File: config.mk
export PLATFORM = sky130hd
export DESIGN_NAME = instr_sequencer_flat
export DESIGN_NICKNAME = d
export VERILOG_FILES = /design/src/rtl/seq_pkg.sv /design/src/rtl/instr_sequencer_if.sv /design/src/rtl/edge_detect.sv /design/src/rtl/instr_sequencer.sv /design/src/flat_wrapper.sv
export SDC_FILE = /design/constraint.sdc
export NUM_CORES = 1
export LEC_CHECK = 0
export BUFFER_PORTS_ARGS = -buffer_cell sky130_fd_sc_hd__buf_2
export CORE_MARGIN = 2
export CORE_UTILIZATION = 42
export CTS_BUF_LIST = sky130_fd_sc_hd__clkbuf_16
export DETAILED_ROUTE_END_ITERATION = 12
export GPL_TIMING_DRIVEN = 0
export MAX_ROUTING_LAYER = met4
export PLACE_DENSITY = 0.86
export SLEW_MARGIN = 20
export SYNTH_ARGS = -nofsm -noshare
export SYNTH_HDL_FRONTEND = slang
export SYNTH_SLANG_ARGS = --single-unit
File: constraint.sdc
create_clock -name clock -period 1.93 [get_ports clock]
set_input_delay 0.0965 -clock clock [delete_from_list [all_inputs] [get_ports clock]]
set_output_delay 0.0965 -clock clock [all_outputs]
set_load 0.005 [all_outputs]
File: src/rtl/seq_pkg.sv
// Shared opcodes, state encoding and zoom defaults
// for the image-pipeline instruction sequencer.
package seq_pkg;

  localparam logic [2:0] OP_NOP         = 3'b000;
  localparam logic [2:0] OP_LOAD        = 3'b001;
  localparam logic [2:0] OP_STORE       = 3'b010;
  localparam logic [2:0] OP_ZOOM_IN_VP  = 3'b011;
  localparam logic [2:0] OP_ZOOM_IN_RP  = 3'b100;
  localparam logic [2:0] OP_ZOOM_OUT_MP = 3'b101;
  localparam logic [2:0] OP_ZOOM_OUT_VD = 3'b110;
  localparam logic [2:0] OP_RESET       = 3'b111;

  localparam int ZOOM_MIN_DEF   = 0;
  localparam int ZOOM_MAX_DEF   = 4;
  localparam int ZOOM_RESET_DEF = 2;

  typedef enum logic [2:0] {
    S_IDLE,
    S_READ,
    S_READ_WAIT,
    S_WRITE,
    S_ALG
  } state_e;

  function automatic logic is_zoom_in(
    input logic [2:0] op
  );
    return (op == OP_ZOOM_IN_VP) ||
           (op == OP_ZOOM_IN_RP);
  endfunction

  function automatic logic is_zoom_out(
    input logic [2:0] op
  );
    return (op == OP_ZOOM_OUT_MP) ||
           (op == OP_ZOOM_OUT_VD);
  endfunction

endpackage

File: src/rtl/instr_sequencer_if.sv
// Host, image-memory and zoom-engine signals of
// the sequencer; master = sequencer side.
interface instr_sequencer_if #(
  parameter int ADDR_W = 18,
  parameter int DATA_W = 8
);
  logic              enable;
  logic [2:0]        instruction;
  logic [DATA_W-1:0] data_in;
  logic [ADDR_W-1:0] host_addr;
  logic [DATA_W-1:0] data_out;
  logic              flag_done;
  logic              flag_error;
  logic              busy;
  logic [2:0]        current_zoom;

  logic [ADDR_W-1:0] mem_addr;
  logic [DATA_W-1:0] mem_wdata;
  logic              mem_wren;
  logic [DATA_W-1:0] mem_rdata;

  logic              alg_start;
  logic [2:0]        alg_op;
  logic [2:0]        alg_zoom;
  logic              alg_done;
  logic [ADDR_W-1:0] alg_mem_addr;
  logic [DATA_W-1:0] alg_mem_wdata;
  logic              alg_mem_wren;
  logic              vga_hold;

  modport master (
    input  enable, instruction,
    input  data_in, host_addr,
    output data_out, flag_done,
    output flag_error, busy,
    output current_zoom,
    output mem_addr, mem_wdata, mem_wren,
    input  mem_rdata,
    output alg_start, alg_op, alg_zoom,
    input  alg_done,
    input  alg_mem_addr, alg_mem_wdata,
    input  alg_mem_wren,
    output vga_hold
  );

  modport slave (
    output enable, instruction,
    output data_in, host_addr,
    input  data_out, flag_done,
    input  flag_error, busy,
    input  current_zoom,
    input  mem_addr, mem_wdata, mem_wren,
    output mem_rdata,
    input  alg_start, alg_op, alg_zoom,
    output alg_done,
    output alg_mem_addr, alg_mem_wdata,
    output alg_mem_wren,
    input  vga_hold
  );
endinterface

File: src/rtl/edge_detect.sv
// Registered rising-edge detector for host-facing
// level strobes; synchronous active-high reset.
module edge_detect (
  input  logic clk,
  input  logic rst,
  input  logic d_i,
  output logic rise_o
);
  logic d_q;

  always_ff @(posedge clk) begin
    if (rst) d_q <= 1'b0;
    else     d_q <= d_i;
  end

  assign rise_o = d_i & ~d_q;
endmodule

File: src/rtl/instr_sequencer.sv
// Host instruction sequencer: LOAD/STORE, zoom runs.
// Optional ALG watchdog: define SEQ_WATCHDOG_EN.
module instr_sequencer
  import seq_pkg::*;
#(
  parameter int ADDR_W          = 18,
  parameter int DATA_W          = 8,
  parameter int ZOOM_MIN        = ZOOM_MIN_DEF,
  parameter int ZOOM_MAX        = ZOOM_MAX_DEF,
  parameter int ZOOM_RESET      = ZOOM_RESET_DEF,
  parameter int WATCHDOG_CYCLES = 2**20
) (
  input logic clock,
  input logic reset,
  instr_sequencer_if.master bus
);
  localparam logic [2:0] ZMin = 3'(ZOOM_MIN);
  localparam logic [2:0] ZMax = 3'(ZOOM_MAX);
  localparam logic [2:0] ZRst = 3'(ZOOM_RESET);

  state_e            state_q, state_d;
  logic [ADDR_W-1:0] addr_q, addr_d;
  logic [DATA_W-1:0] wdata_q, wdata_d;
  logic [DATA_W-1:0] dout_q, dout_d;
  logic              done_q, done_d;
  logic              err_q, err_d;
  logic              start_q, start_d;
  logic [2:0]        zoom_q, zoom_d;
  logic [2:0]        aop_q, aop_d;
  logic [2:0]        azoom_q, azoom_d;
  logic              rise;
  logic              in_alg;
  logic              wd_expired;
  logic              zin, zout;
  logic [2:0]        ins;

  edge_detect u_edge (
    .clk    (clock),
    .rst    (reset),
    .d_i    (bus.enable),
    .rise_o (rise)
  );

  assign in_alg = (state_q == S_ALG);
  assign ins    = bus.instruction;
  assign zin    = is_zoom_in(ins);
  assign zout   = is_zoom_out(ins);

`ifdef SEQ_WATCHDOG_EN
  localparam int WdW = $clog2(WATCHDOG_CYCLES) + 1;
  logic [WdW-1:0] wd_q, wd_d;

  assign wd_d = in_alg ? wd_q + 1'b1 : '0;

  always_ff @(posedge clock) begin
    if (reset) wd_q <= '0;
    else       wd_q <= wd_d;
  end

  assign wd_expired = in_alg &&
    (wd_q == WdW'(WATCHDOG_CYCLES - 1));
`else
  logic unused_wd;
  assign unused_wd  = ^WATCHDOG_CYCLES;
  assign wd_expired = 1'b0;
`endif

  always_comb begin
    state_d = state_q;
    addr_d  = addr_q;
    wdata_d = wdata_q;
    dout_d  = dout_q;
    done_d  = done_q;
    err_d   = err_q;
    start_d = 1'b0;
    zoom_d  = zoom_q;
    aop_d   = aop_q;
    azoom_d = azoom_q;
    unique case (state_q)
      S_IDLE: begin
        if (rise) begin
          addr_d  = bus.host_addr;
          wdata_d = bus.data_in;
          done_d  = 1'b0;
          err_d   = 1'b0;
          unique case (1'b1)
            ins == OP_LOAD:  state_d = S_READ;
            ins == OP_STORE: state_d = S_WRITE;
            ins == OP_RESET: begin
              zoom_d = ZRst;
              done_d = 1'b1;
            end
            zin || zout: begin
              if ((zin && zoom_q == ZMax) ||
                  (zout && zoom_q == ZMin)) begin
                err_d  = 1'b1;
                done_d = 1'b1;
              end else begin
                start_d = 1'b1;
                aop_d   = ins;
                azoom_d = zoom_q;
                state_d = S_ALG;
              end
            end
            default: done_d = 1'b1;
          endcase
        end
      end
      S_READ: state_d = S_READ_WAIT;
      S_READ_WAIT: begin
        dout_d  = bus.mem_rdata;
        done_d  = 1'b1;
        state_d = S_IDLE;
      end
      S_WRITE: begin
        done_d  = 1'b1;
        state_d = S_IDLE;
      end
      S_ALG: begin
        if (bus.alg_done) begin
          zoom_d = is_zoom_in(aop_q) ?
                   zoom_q + 3'd1 :
                   zoom_q - 3'd1;
          done_d  = 1'b1;
          state_d = S_IDLE;
        end else if (wd_expired) begin
          err_d   = 1'b1;
          done_d  = 1'b1;
          state_d = S_IDLE;
        end
      end
      default: state_d = S_IDLE;
    endcase
  end

  always_ff @(posedge clock) begin
    if (reset) begin
      state_q <= S_IDLE;
      addr_q  <= '0;
      wdata_q <= '0;
      dout_q  <= '0;
      done_q  <= 1'b0;
      err_q   <= 1'b0;
      start_q <= 1'b0;
      zoom_q  <= ZRst;
      aop_q   <= '0;
      azoom_q <= '0;
    end else begin
      state_q <= state_d;
      addr_q  <= addr_d;
      wdata_q <= wdata_d;
      dout_q  <= dout_d;
      done_q  <= done_d;
      err_q   <= err_d;
      start_q <= start_d;
      zoom_q  <= zoom_d;
      aop_q   <= aop_d;
      azoom_q <= azoom_d;
    end
  end

  // Memory port ownership follows the state alone
  assign bus.mem_addr  = in_alg ?
    bus.alg_mem_addr : addr_q;
  assign bus.mem_wdata = in_alg ?
    bus.alg_mem_wdata : wdata_q;
  assign bus.mem_wren  = in_alg ?
    bus.alg_mem_wren : (state_q == S_WRITE);

  assign bus.data_out     = dout_q;
  assign bus.flag_done    = done_q;
  assign bus.flag_error   = err_q;
  assign bus.busy         = (state_q != S_IDLE);
  assign bus.current_zoom = zoom_q;
  assign bus.alg_start    = start_q;
  assign bus.alg_op       = aop_q;
  assign bus.alg_zoom     = azoom_q;
  assign bus.vga_hold     = in_alg;
endmodule

File: src/flat_wrapper.sv
// flat-port wrapper written by rule: the top's interface ports become plain ports
module instr_sequencer_flat import seq_pkg::*;
#(
  parameter int ADDR_W          = 18,
  parameter int DATA_W          = 8,
  parameter int ZOOM_MIN        = ZOOM_MIN_DEF,
  parameter int ZOOM_MAX        = ZOOM_MAX_DEF,
  parameter int ZOOM_RESET      = ZOOM_RESET_DEF,
  parameter int WATCHDOG_CYCLES = 2**20
)
  (clock, reset, bus_enable, bus_instruction, bus_data_in, bus_host_addr, bus_data_out, bus_flag_done, bus_flag_error, bus_busy, bus_current_zoom, bus_mem_addr, bus_mem_wdata, bus_mem_wren, bus_mem_rdata, bus_alg_start, bus_alg_op, bus_alg_zoom, bus_alg_done, bus_alg_mem_addr, bus_alg_mem_wdata, bus_alg_mem_wren, bus_vga_hold);
  instr_sequencer_if #(.ADDR_W(ADDR_W), .DATA_W(DATA_W)) bus_i ();
  input logic clock;
  input logic reset;
  input wire logic [$bits(bus_i.enable)-1:0] bus_enable;
  input wire logic [$bits(bus_i.instruction)-1:0] bus_instruction;
  input wire logic [$bits(bus_i.data_in)-1:0] bus_data_in;
  input wire logic [$bits(bus_i.host_addr)-1:0] bus_host_addr;
  output wire logic [$bits(bus_i.data_out)-1:0] bus_data_out;
  output wire logic [$bits(bus_i.flag_done)-1:0] bus_flag_done;
  output wire logic [$bits(bus_i.flag_error)-1:0] bus_flag_error;
  output wire logic [$bits(bus_i.busy)-1:0] bus_busy;
  output wire logic [$bits(bus_i.current_zoom)-1:0] bus_current_zoom;
  output wire logic [$bits(bus_i.mem_addr)-1:0] bus_mem_addr;
  output wire logic [$bits(bus_i.mem_wdata)-1:0] bus_mem_wdata;
  output wire logic [$bits(bus_i.mem_wren)-1:0] bus_mem_wren;
  input wire logic [$bits(bus_i.mem_rdata)-1:0] bus_mem_rdata;
  output wire logic [$bits(bus_i.alg_start)-1:0] bus_alg_start;
  output wire logic [$bits(bus_i.alg_op)-1:0] bus_alg_op;
  output wire logic [$bits(bus_i.alg_zoom)-1:0] bus_alg_zoom;
  input wire logic [$bits(bus_i.alg_done)-1:0] bus_alg_done;
  input wire logic [$bits(bus_i.alg_mem_addr)-1:0] bus_alg_mem_addr;
  input wire logic [$bits(bus_i.alg_mem_wdata)-1:0] bus_alg_mem_wdata;
  input wire logic [$bits(bus_i.alg_mem_wren)-1:0] bus_alg_mem_wren;
  output wire logic [$bits(bus_i.vga_hold)-1:0] bus_vga_hold;
  assign bus_i.enable = bus_enable;
  assign bus_i.instruction = bus_instruction;
  assign bus_i.data_in = bus_data_in;
  assign bus_i.host_addr = bus_host_addr;
  assign bus_data_out = bus_i.data_out;
  assign bus_flag_done = bus_i.flag_done;
  assign bus_flag_error = bus_i.flag_error;
  assign bus_busy = bus_i.busy;
  assign bus_current_zoom = bus_i.current_zoom;
  assign bus_mem_addr = bus_i.mem_addr;
  assign bus_mem_wdata = bus_i.mem_wdata;
  assign bus_mem_wren = bus_i.mem_wren;
  assign bus_i.mem_rdata = bus_mem_rdata;
  assign bus_alg_start = bus_i.alg_start;
  assign bus_alg_op = bus_i.alg_op;
  assign bus_alg_zoom = bus_i.alg_zoom;
  assign bus_i.alg_done = bus_alg_done;
  assign bus_i.alg_mem_addr = bus_alg_mem_addr;
  assign bus_i.alg_mem_wdata = bus_alg_mem_wdata;
  assign bus_i.alg_mem_wren = bus_alg_mem_wren;
  assign bus_vga_hold = bus_i.vga_hold;
  instr_sequencer #(.ADDR_W(ADDR_W), .DATA_W(DATA_W), .ZOOM_MIN(ZOOM_MIN), .ZOOM_MAX(ZOOM_MAX), .ZOOM_RESET(ZOOM_RESET), .WATCHDOG_CYCLES(WATCHDOG_CYCLES)) u_core (.clock(clock), .reset(reset), .bus(bus_i));
endmodule
# ---- Yosys cells after proc, flatten, opt, wreduce, memory -nomap -nowiden
# Index checks and enable logic that the tools add are counted.
dict set report totals {
  regBits 50
  latch_bits 0
  ramBits 0
  mem_bits_ro 0
  input_bits 68
  output_inout_bits 49
  elab_cells 78
  memories 0
}
dict set report op_classes {
  n_addsub 2
  multipliers 0
  n_div 0
  n_lt_le_gt_ge 0
  n_eq_ne 19
  shift 0
  mux 20
  n_bitwise 6
  n_reduce_logical 20
}
# operator count
set ops {}
lappend ops {{$eq A3 B3 Y1 const B} 7}
lappend ops {{$mux W3} 7}
lappend ops {{$mux W18} 1}
lappend ops {{$pmux W3 S3} 2}
lappend ops {{$eq A3 B2 Y1 const B} 5}
lappend ops {{$reduce_and A4 Y1} 3}
lappend ops {{$mux W8} 1}
lappend ops {{$eq A3 B1 Y1 const B} 2}
lappend ops {{$logic_not A3 Y1} 2}
lappend ops {{$mux W1} 6}
lappend ops {{$pmux W3 S2} 1}
lappend ops {{$reduce_bool A3 Y1} 2}
lappend ops {{$logic_or A1 B1 Y1} 5}
lappend ops {{$not A1 Y1} 5}
lappend ops {{$ne A2 B1 Y1 const B} 2}
lappend ops {{$ne A4 B1 Y1 const B} 1}
lappend ops {{$reduce_or A2 Y1} 2}
lappend ops {{$reduce_or A4 Y1} 1}
lappend ops {{$add A3 B1 Y3 const B} 1}
lappend ops {{$ne A3 B3 Y1 const B} 1}
lappend ops {{$pmux W1 S3} 1}
lappend ops {{$reduce_and A3 Y1} 1}
lappend ops {{$sub A3 B1 Y3 const B} 1}
lappend ops {{$logic_and A1 B1 Y1} 2}
lappend ops {{5 further kinds} 5}

# ---- Logic depth before layout (Yosys ltp)
# Gate-level depths: netlist (run 1).
dict set report logic_depth {
  depth_word 8
  depth_mapped 7
}

# ---- Hierarchy
# A second synthesis (run 1) with hierarchy kept.
dict set report unflattened {
  hier_cells 279
  area_unflattened_um2 2494.9
}
# mod instances cells_per_inst area_each_um2
set by_module_without_submodules {}
lappend by_module_without_submodules {instr_sequencer 1 276 2447.3}
lappend by_module_without_submodules {edge_detect 1 3 47.5}

# ---- Least setup slack after synthesis (run 1)
# Ideal clock, no wire load.
dict set report synth_path {
  path_kind {flip-flop to flip-flop}
  from {register u_core.state_q[2]}
  to {register u_core.azoom_q[0], in the netlist u_core.bus.alg_zoom[0]}
  t_arrival_ns 1.568
  t_required_ns 1.814
  setup_slack_ns 0.247
  stages_incl_launch_ff 6
  path_buffers 1
  period_less_slack_ns 1.683
  path_cell_list {dfxtp_1 -> buf_6 -> nor3_2 -> nand3b_2 -> or4_4 -> a31o_1}
}
dict set report synth_between {
  elab_chain_cells 2
}
# element line_no
set synth_lines {}
lappend synth_lines {{start, declared} instr_sequencer.sv:21} ;# state_e state_q, state_d;
lappend synth_lines {{start signal, assigned} instr_sequencer.sv:149} ;# state_q <= state_d;
lappend synth_lines {{$logic_not A3 Y1} instr_sequencer.sv:79} ;# unique case (state_q)
lappend synth_lines {{$reduce_and A4 Y1 (no line)} --}
lappend synth_lines {{end signal, assigned} instr_sequencer.sv:158} ;# azoom_q <= azoom_d;
lappend synth_lines {{end, declared} instr_sequencer.sv:30} ;# logic [2:0] azoom_q, azoom_d;
# No other way between the ends.
# A chain may end at the register's enable or synchronous reset.

# ---- Worst setup path in the final report (run 1)
dict set report layout_path {
  from {register u_core.state_q[1]}
  to {output bus_mem_addr[8]}
}
dict set report layout_between {
  elab_chain_cells 2
}
# element line_no
set layout_lines {}
lappend layout_lines {{$eq A3 B3 Y1} instr_sequencer.sv:44} ;# assign in_alg = (state_q == S_ALG);
lappend layout_lines {{$mux W18} instr_sequencer.sv:163} ;# assign bus.mem_addr = in_alg ?
lappend layout_lines {{end, declared} flat_wrapper.sv:24} ;# output wire logic [$bits(bus_i.mem_addr)-1:0] bus_mem_addr;
# No other way between the ends.

==> results of run 1 <==
-- state kept, by name, summed over array words and instances (netlist names) --
signal                   flops
u_core.state_q               3
u_core.bus.alg_zoom          3
u_core.bus.flag_error        1
u_core.bus.current_zoom      3
u_core.bus.data_out          8
u_core.addr_q               18
u_core.wdata_q               8
u_core.bus.flag_done         1
u_core.bus.alg_op            3
u_core.u_edge.d_q            1
u_core.bus.alg_start         1
-- routing by layer --
layer	GRT usage (%)	share of wire (%)
met2	33.98	50
met4	6.379	0.37
met5	-	0
met3	4.545	5.9
met1	24.34	43
-- through the flow --
step	power [W]	std cells	cell area (µm²)	utilization (%)
2_1_floorplan	0.001419	266	2367	-
3_3_place_gp	0.001603	451	3023	55.24
3_5_place_dp	0.001620	451	3023	55.24
4_1_cts	0.002456	460	3193	58.34
5_1_grt	0.002584	463	3226	58.94
6_report	0.002446	463	3226	58.94
-- area by class of cell --
| cell class | count | area, µm² | area share, % |
|---|---|---|---|
| plain buffers | 18 | 110.1 | 3.414 |
| flip-flops and latches | 50 | 1003 | 31.11 |
| clock buffers | 5 | 125.1 | 3.879 |
| repair buffers | 117 | 595.6 | 18.46 |
| multi-input cells | 194 | 1275 | 39.53 |
| inverters | 4 | 15.01 | 0.4655 |
| clock inverters | 3 | 11.26 | 0.3491 |
| well taps | 72 | 90.09 | 2.793 |
-- kinds of logic (layout without fill, tap and decap cells) --
| kind of cell | count (synthesis) | after routing | share of synthesized area [%] |
|---|---|---|---|
| AO/OA/AOI/OAI | 44 | 44 | 11.15 |
| XOR/XNOR | 2 | 2 | 0.7401 |
| adder cells (fa/ha/maj) | 1 | 1 | 0.8457 |
| buffers and inverters | 22 | 147 | 4.439 |
| flip-flops | 50 | 50 | 42.28 |
| multiplexers | 39 | 39 | 17.86 |
| AND/OR/NAND/NOR | 108 | 108 | 22.67 |
-- final timing paths --
path | start | to | slack, ps
worst max-delay path | u_core.state_q[1]$_SDFFE_PP0P_ | bus_mem_addr[8] | 110
worst min-delay path | bus_mem_rdata[0] | u_core.bus.data_out[0]$_SDFFE_PP0N_ | 50
worst max register to register | u_core.state_q[2]$_SDFFE_PP0P_ | u_core.bus.alg_zoom[1]$_SDFFE_PP0P_ | 130
worst min register to register | u_core.addr_q[8]$_SDFFE_PP0P_ | u_core.addr_q[8]$_SDFFE_PP0P_ | 460
-- power groups by stage --
stage | Sequential [W] | Combinational (W) | Clock, W
global route | 0.00113 | 0.000555 | 0.000895
global placement | 0.00114 | 0.000460 | 0
CTS | 0.00112 | 0.000487 | 0.000843
detailed placement | 0.00115 | 0.000473 | 0
floorplan | 0.00114 | 0.000279 | 0
finish | 0.00113 | 0.000496 | 0.000823
-- cells in the mapped netlist (2+ instances only) --
cell type	count
clkbuf_1	9
nor2_1	17
a22o_1	2
nor2b_1	2
buf_2	6
nor4_1	2
buf_6	2
a21oi_1	31
inv_1	4
nor3b_1	4
mux2_2	26
nand2_1	64
dfxtp_1	50
and2_1	2
mux2i_1	13
a31o_1	2
o21ai_0	3
and3_1	2
-- timing repair --
item | 4_1_cts | 5_1_grt
setup buffers | 1 | 3
setup endpoints to repair | 28 | 22
pin swaps | 1 | 1
resized for setup | 8 | 5
-- critical path, cell delays in order, from the launching register on --
cell and delay [ps]:
dfxtp_2 360, nor2_4 110, and2_1 150, buf_6 160
buf_6 170, mux2_2 350, buf_2 130
==> impl_results.md, run 1 <==
* Row count at 27
* Vias per cell at a little under 5
* DR iter-0 viols at between 70 and 80
* Nets at 459
* Clock Power Share at between 30% and 40%
* Antenna Cells at 0
* Leading cell type in the layout, fill and taps excluded: buf_2
* Slew Limit Fails at 0
* Endpoints failing setup at 0
* Area Overhead vs Synth at 36.26%
* First-pass GRT wire length at slightly below 10 mm
* Transition time of the tightest slew-check pin at 565.8 ps
* Flop pwr share at between 40% and 50%
* WL final at roughly 6 mm
* Post-synth ARST share at 0%
* Chip Width at 79.08 µm
* Static leakage at around 1.5 nW
* Initial Utilization at 43.26%
* Setup WS post-layout at between 100 and 150 ps
* Tightest Hold Check Type: input pin to flip-flop
* Largest net degree at the start of global routing at 15
* Total track usage at 20.27%
* Clk pin slew, worst setup/hold paths at about 60 ps
* DIE HEIGHT at around 79 µm
* Filler instances at between 500 and 600
* Crit end category: primary output
* Seq cells post-synth at 50
* Number of global-route vias before repair at between 2000 and 2500
* Remaining Overflow, GRT at 0
* Synth Flop Type: dfxtp_1
* Setup_tns at 0 ps
* Area share of the largest cell type after synthesis at a little over two fifths
* Status: complete, no violations
* Critical path startpoint category: flip-flop
* Comb pwr share at between 20% and 30%
* Core area at between 5000 and 6000 µm²
* Drt drc at 0
* DP Worst Slack at -38.77 ps
* Synth Net Count at 335
* DRT Pass-1 Iters at 4
* Arr. time, crit path at 1720 ps
* Main area contributors after synthesis: dfxtp_1 (42%), mux2_2 (12%), nand2_1 (10%)
* Hold buffers post-CTS at 0
* Worst-Skew Late Latency at between 200 and 300 ps
* Final worst path period share at between 90% and 100%
* Reg2Reg Depth at 5
* Register area share after synthesis at a little over two fifths
* H-tree depth at 2
* Final hold vios at 0
* Maximum vdd drop at around 360 µV
* Max Cap Viol at 0
* Depth of the worst hold-timing path at 3
* I/O Buffers at 113
* Layout cells sized above 1 at between 40% and 50%
* Die area at 6253 µm²
* DP HPWL at between 4 and 5 mm
* GPL Wtd Cong at 0.8366
* Dominant cell type by area after synthesis: dfxtp_1
* Routed len/inst at roughly 13 µm
* Switching share of power at between 20% and 30%
* Worst hold margin at 49.53 ps
* CTS buffer count at 5
* Slew HR at 62.28%
* Critical path class: flip-flop to primary output
* Post-route ant nets at 0
* Avg Cell Area, Syn at roughly 8.9 µm²
* CTS tree: built
* I/O Pins at approximately 120
* CP required at ~1800 ps
* Fmax achieved at between 500 and 600 MHz
* Routed vias at 2261
* Synthesis Warnings at 0
* Power per cell area at 758.2 nW/µm²
* Most frequent cells in the layout: buf_2 (116), nand2_1 (64), dfxtp_1 (48)
* Synth cell types at 43
* RSZ-0062 raised after global routing: false
* Crit path max fanout at 10
* Min cycle time layout at ~1800 ps
* Root buffer cell: clkbuf_16
* Syn Std Cell Area at 2367 µm²
* Skew final at 3.259 ps
* EDFF count, synth at 0
* Internal at ~0.0018 W
* Mapped Cells at approximately 270
* Psw at about 0.00063 W
* Initial antenna violation count at 0
* Clock sink count at 50
* Max Buffers Root-to-Sink at 2
Note: power is estimated with default switching activity, not from simulation.
==> run 2, diff against run 1 <==
--- a/config.mk
+++ b/config.mk
@@ -5,6 +5,7 @@
 export SDC_FILE = /design/constraint.sdc
 export NUM_CORES = 1
 export LEC_CHECK = 0
+export ABC_AREA = 1
 export BUFFER_PORTS_ARGS = -buffer_cell sky130_fd_sc_hd__buf_2
 export CORE_MARGIN = 2
 export CORE_UTILIZATION = 42
==> run 2 against run 1 <==
Against the previous run:
- die area rose by 1.2%
- clock-buffer cell count unchanged
- core utilization down 0.45 points
- maximum frequency grew 4.2%
- global-route usage decreased by 0.68 points
- largest cell class unchanged
==> impl_results.md, run 2 <==
* Post-CTS Setup Inserts at 0
* Max Buffers Root-to-Sink at 2
* Drt drc at 0
* RSZ-0062 raised after global routing: false
* Critical path class: flip-flop to flip-flop
* Nets at between 500 and 600
* Max Cap Viol at 0
* Synth Net Count at approximately 430
* Endpoints failing setup at 0
* Crit end category: flip-flop
* Hold Path End: u_core.u_edge.d_q$_SDFF_PP0_
* Filler instances at approximately 510
* Hold buffers post-CTS at 0
* Fmax achieved at about 570 MHz
* Arr. time, crit path at around 1900 ps
* Synth top cells by count: nand2_1 (112), nor2_1 (78), dfxtp_1 (50)
* Final hold vios at 0
* Max FFs per register at 18
* DP HPWL at about 4.6 mm
* Largest net degree at the start of global routing at 15
* Mapped Cells at between 300 and 400
* Cell family with most CP delay: adder cells
* Min cycle time layout at ~1700 ps
* Worst reg-to-reg setup slack at roughly 190 ps
* CP required at ~2100 ps
* EDFF count, synth at 0
* Largest register by flop count: u_core.addr_q
* Layout cells sized above 1 at between 20% and 30%
* DR iter-0 viols at between 80 and 90
* Vias per cell at between 4 and 5
* Slew HR at 75.01%
* Synthesis Warnings at 0
* Post-CTS sizing at 0
* Largest stage delay, worst path at between 300 and 400 ps
* Clock sink count at 50
* Slew Limit Fails at 0
* Crit Reg-Reg Endpoint: u_core.bus.current_zoom[2]$_SDFFE_PP0P_
* Leading cell type in the layout, fill and taps excluded: buf_2
* Power per cell area at 839.1 nW/µm²
* Synth Flop Type: dfxtp_1
* Skew final at 5.098 ps
* Area Overhead vs Synth at 34.34%
* Chip Width at just under 80 µm
* Most common cell in the synthesized netlist: nand2_1
* Row count at 27
* Main area contributors after synthesis: dfxtp_1 (42%), nand2_1 (18%), nor2_1 (12%)
* DIE HEIGHT at between 70 and 80 µm
* I/O Pins at between 100 and 150
* Synth cell types at 23
* Antenna Cells at 0
* First-pass GRT wire length at between 9 and 10 mm
* Maximum vdd drop at around 440 µV
* Post-synth ARST share at 0%
* Critical path startpoint category: flip-flop
* Number of global-route vias before repair at between 2000 and 2500
* Bufs and invs on worst path at 2
* Worst Hold Launch: bus_enable
* Worst-Skew Late Latency at approximately 290 ps
* Depth of the worst hold-timing path at 3
* Remaining Overflow, GRT at 0
* Final std cells w/o fill at 558
* Most frequent cells in the layout: buf_2 (120), nand2_1 (112), nor2_1 (78)
* Final worst path period share at 90.33%
* Register area share after synthesis at about two fifths
* Seq cells post-synth at 50
* Initial Utilization at between 40% and 50%
* Routed vias at 2595
* H-tree depth at 2
* DRT Pass-1 Iters at 4
* WL final at around 6 mm
* Core area at 5507 µm²
* Area share of the largest cell type after synthesis at a little over two fifths
* Syn Std Cell Area at between 2000 and 2500 µm²
* Tightest Hold Check Type: input pin to flip-flop
* Root buffer cell: clkbuf_16
* Static leakage at around 1.8 nW
* GPL Wtd Cong at around 0.86
* CP cell instances: inv_1, a21oi_1, nor2_1, fa_1, xnor2_1, inv_1, o21ai_0, nand2_1, nand2_1, a21oi_1
* Setup_tns at 0 ps
* Avg Cell Area, Syn at 6.586 µm²
* Reg2reg start: u_core.bus.alg_op[1]$_SDFFE_PP0P_
* Crit path max fanout at 3
* Dpl cells at between 500 and 600
* Critical path startpoint: u_core.bus.alg_op[1]$_SDFFE_PP0P_
* Status: complete, no violations
* Total track usage at roughly 20%
* CP max-delay cell: fa_1
* Routed len/inst at 11.00 µm
* Initial antenna violation count at 0
* Transition time of the tightest slew-check pin at 374.9 ps
* Post-route ant nets at 0
* CTS tree: built
* Reg2Reg Depth at 10
* Die area at around 6300 µm²
* Dominant cell type by area after synthesis: dfxtp_1
* I/O Buffers at about 120
* Clk pin slew, worst setup/hold paths at about 60 ps
* CTS buffer count at 5
run 2: logic make-up (layout without fill, tap and decap cells):
| kind of cell | count (synthesis) | in the layout | synth area share, % |
|---|---|---|---|
| AND/OR/NAND/NOR | 207 | 207 | 35.59 |
| AO/OA/AOI/OAI | 55 | 55 | 11.59 |
| flip-flops | 50 | 50 | 41.75 |
| buffers and inverters | 50 | 172 | 9.864 |
| adder cells (fa/ha/maj) | 1 | 1 | 0.8351 |
| XOR/XNOR | 1 | 1 | 0.3654 |
run 2: layout make-up:
class                      count  area (µm²)  share of cell area [%]
clock inverter                 3       37.54                   1.166
buffer                        16       105.1                   3.263
clock buffer                   5       125.1                   3.885
multi-input combinational    264        1160                   36.01
inverter                      33       126.4                   3.924
tap                           72       90.09                   2.797
timing repair buffer         115       575.6                   17.87
sequential                    50        1001                   31.08
run 2: metrics by stage:
stage                     power (W)  hold slack, ps  setup slack [ps]  area, µm²  utilization, %
after global placement     0.001750           316.3             292.4       3063           55.62
after CTS                  0.002735           21.56             67.54       3226           58.58
after global routing       0.002870           27.08             89.69       3221           58.49
after floorplan            0.001523           203.5             373.2       2397               -
after detailed placement   0.001768           318.5             268.1       3063           55.62
final                      0.002702           24.08             186.7       3221           58.49
run 2: metal layers:
metal | global-route usage, % | wire length, µm
met5 | - | 0
met4 | 6.724 | 101
met3 | 3.507 | 373
met2 | 33.45 | 2871
met1 | 23.24 | 2793
run 2: power by group:
part           internal [W]  switching, W  total [W]  leakage, nW
registers           0.00112     0.0000452    0.00117        0.411
logic              0.000256      0.000322   0.000578         1.30
clock network      0.000602      0.000357   0.000959       0.0864
total               0.00198      0.000724    0.00270         1.80
run 2: how the worst max path moves through the flow:
stage / to / slack (ps) / depth (start not counted)
after floorplan: u_core.bus.current_zoom[2]$_SDFFE_PP0P_ / 370 / 10
after global placement: u_core.bus.current_zoom[2]$_SDFFE_PP0P_ / 290 / 10
after detailed placement: u_core.bus.current_zoom[2]$_SDFFE_PP0P_ / 270 / 10
after CTS: bus_mem_wdata[5] / 70 / 8
after global routing: u_core.bus.current_zoom[2]$_SDFFE_PP0P_ / 90 / 10
final: u_core.bus.current_zoom[2]$_SDFFE_PP0P_ / 190 / 10
run 2: tightest hold or removal path, stage by stage:
cell,delay [ps]
buf_2,100
inv_1,40
nor2_1,30
==> run 3, diff against run 2 <==
--- a/config.mk
+++ b/config.mk
@@ -6,7 +6,7 @@
 export NUM_CORES = 1
 export LEC_CHECK = 0
 export ABC_AREA = 1
-export BUFFER_PORTS_ARGS = -buffer_cell sky130_fd_sc_hd__buf_2
+export BUFFER_PORTS_ARGS = -buffer_cell sky130_fd_sc_hd__buf_4
 export CORE_MARGIN = 2
 export CORE_UTILIZATION = 42
 export CTS_BUF_LIST = sky130_fd_sc_hd__clkbuf_16
@@ -14,6 +14,7 @@
 export GPL_TIMING_DRIVEN = 0
 export MAX_ROUTING_LAYER = met4
 export PLACE_DENSITY = 0.86
+export SETUP_SLACK_MARGIN = 0.5
 export SLEW_MARGIN = 20
 export SYNTH_ARGS = -nofsm -noshare
 export SYNTH_HDL_FRONTEND = slang
==> run 3 against run 2 <==
Against the previous run:
- first-iteration DRC count is 3.5% lower
- critical path type is now flip-flop to primary output
- wire length is 18% higher
- cell count is 3.2% higher
- via count is 6.2% higher
- clock power is 0.6% lower
- register-to-register slack better by 180 ps
- die area stayed put
- flip-flop and latch count stayed put
- clock-buffer cell count stayed put
- sequential share of layout area is 5.6 points lower
- critical path depth is 2 lower
- largest power group unchanged
- total power is 10% higher
==> impl_results.md, run 3 (synthesis results as in run 2) <==
* Status: complete, no violations
* Reg2Reg Depth at 10
* Psw at roughly 0.0008 W
* Levels on crit path at 8
* DRT Pass-1 Iters at 4
* Endpoints failing setup at 0
* Crit path max fanout at 6
* Slew HR at ~73%
* Transition time of the tightest slew-check pin at ~400 ps
* Final hold vios at 0
* H-tree depth at 2
* Final worst path period share at between 80% and 90%
* Slew Limit Fails at 0
* Die area at 6328 µm²
* Hold buffers post-CTS at 0
* Initial Utilization at 43.54%
* CTS buffer count at 5
* DP HPWL at a little under 5 mm
* Initial antenna violation count at 0
* Total track usage at a little under a quarter
* Vias per cell at around 4.8
* Largest register by flop count: u_core.addr_q
* RSZ-0062 raised after global routing: true
* Routed len/inst at about 13 µm
* Min cycle time layout at roughly 1600 ps
* Chip Width at between 70 and 80 µm
* Depth of the worst hold-timing path at 3
* Drt drc at 0
* Most used cell, CP: nand2_1
* Post-route ant nets at 0
* Arr. time, crit path at roughly 1500 ps
* Register area at 1012 µm²
* GPL Wtd Cong at 0.8749
* Row count at 27
* Largest stage delay, worst path at 420 ps
* Nets at about 570
* Comb pwr share at 28.3%
* Number of global-route vias before repair at 2536
* CP max-delay cell: dfxtp_1
* Area Overhead vs Synth at 65.71%
* Internal at about 0.0022 W
* Worst-Skew Late Latency at about 280 ps
* Leading cell type in the layout, fill and taps excluded: buf_4
* CTS tree: built
* Static leakage at just over 2 nW
* Antenna Cells at 0
* Design Power at between 0.002 and 0.003 W
* Cell family with most CP delay: buffers and inverters
* Tightest Hold Check Type: input pin to flip-flop
* Filler instances at between 400 and 500
* DR iter-0 viols at 82
* Most frequent cells in the layout: buf_4 (124), nand2_1 (76), nor2_1 (69)
* DIE HEIGHT at 79.55 µm
* Crit end category: primary output
* Layout cells sized above 1 at between 40% and 50%
* Power per cell area at 750.5 nW/µm²
* Clock Power Share at between 30% and 40%
* I/O Pins at ~120
* Critical path startpoint category: flip-flop
* Core area at 5507 µm²
* Max Buffers Root-to-Sink at 2
* Multi-input gate area at about 1300 µm²
* Max Cap Viol at 0
* Worst hold margin at around 27 ps
* Max FFs per register at 18
* CP cell instances: inv_4, nor2_4, buf_6, inv_8, clkbuf_16, nand2_1, nand2_1, buf_4
* Remaining Overflow, GRT at 0
* Switching share of power at a little over a quarter
* First-pass GRT wire length at between 10 and 15 mm
* Flop pwr share at between 30% and 40%
* Skew final at around 2.4 ps
* Clock sink count at 50
* Routed vias at ~2800
* Setup_tns at 0 ps
* Maximum vdd drop at approximately 400 µV
* Fmax achieved at a little over 600 MHz
* CP required at around 1800 ps
* Largest net degree at the start of global routing at 15
* Clk pin slew, worst setup/hold paths at 60 ps
* WL final at 7.266 mm
* Critical path class: flip-flop to primary output
* Bufs and invs on worst path at 5
* I/O Buffers at between 100 and 150
* Root buffer cell: clkbuf_16
==> run 3: final timing paths <==
path / end / slack (ps) / startpoint
max reg2reg: u_core.bus.current_zoom[2]$_SDFFE_PP0P_ / 370 / u_core.bus.alg_op[0]$_SDFFE_PP0P_
min reg2reg: u_core.bus.data_out[2]$_SDFFE_PP0N_ / 450 / u_core.bus.data_out[2]$_SDFFE_PP0N_
max: bus_mem_wdata[5] / 320 / u_core.state_q[2]$_SDFFE_PP0P_
min: u_core.u_edge.d_q$_SDFF_PP0_ / 30 / bus_enable
==> run 3: per-layer routing <==
metal	up-vias	global-route usage [%]	wire length, µm
li1	1402	-	-
met1	1249	27.12	3036
met2	98	38.99	3674
met3	7	5.090	505
met4	0	5.172	49
met5	-	-	0
==> run 3: timing repair <==
item                                    in CTS  in global routing
cloned                                       2                  2
pin swaps                                   11                  4
endpoints found under the setup margin      30                 60
buffers inserted                            10                  4
gates resized for setup                     46                 49
==> run 3: metrics by stage <==
stage          utilization, %  instances  instance area [µm²]  setup WS (ps)
2_1_floorplan               -        364                 2414          454.2
3_3_place_gp            61.15        551                 3367          382.6
3_5_place_dp            61.15        551                 3367          363.0
4_1_cts                 68.42        570                 3767          361.4
5_1_grt                 72.14        576                 3973          242.2
6_report                72.14        576                 3973          320.9
==> run 3: layout make-up <==
cell class | count | area share (%)
tap | 72 | 2.268
inverter | 33 | 3.496
sequential | 50 | 25.48
buffer | 17 | 3.780
timing repair buffer | 133 | 27.15
clock inverter | 2 | 0.8504
multi-input combinational | 264 | 33.83
clock buffer | 5 | 3.150
==> run 3: worst register-to-register path: stages (launching register included) <==
cell and delay [ps]:
dfxtp_2 350, inv_2 50, a21oi_2 150, nor2_2 70, fa_2 370, xnor2_2 140
inv_1 60, o21ai_0 70, nand2_1 70, nand2_1 50, a21oi_1 50
==> run 3: power groups by stage <==
stage               Sequential, W  Clock (W)  Combinational [W]
finish                    0.00118   0.000953           0.000845
global placement          0.00119          0           0.000671
CTS                       0.00117   0.000977           0.000769
floorplan                 0.00118          0           0.000348
detailed placement        0.00119          0           0.000683
global route              0.00119    0.00102           0.000933
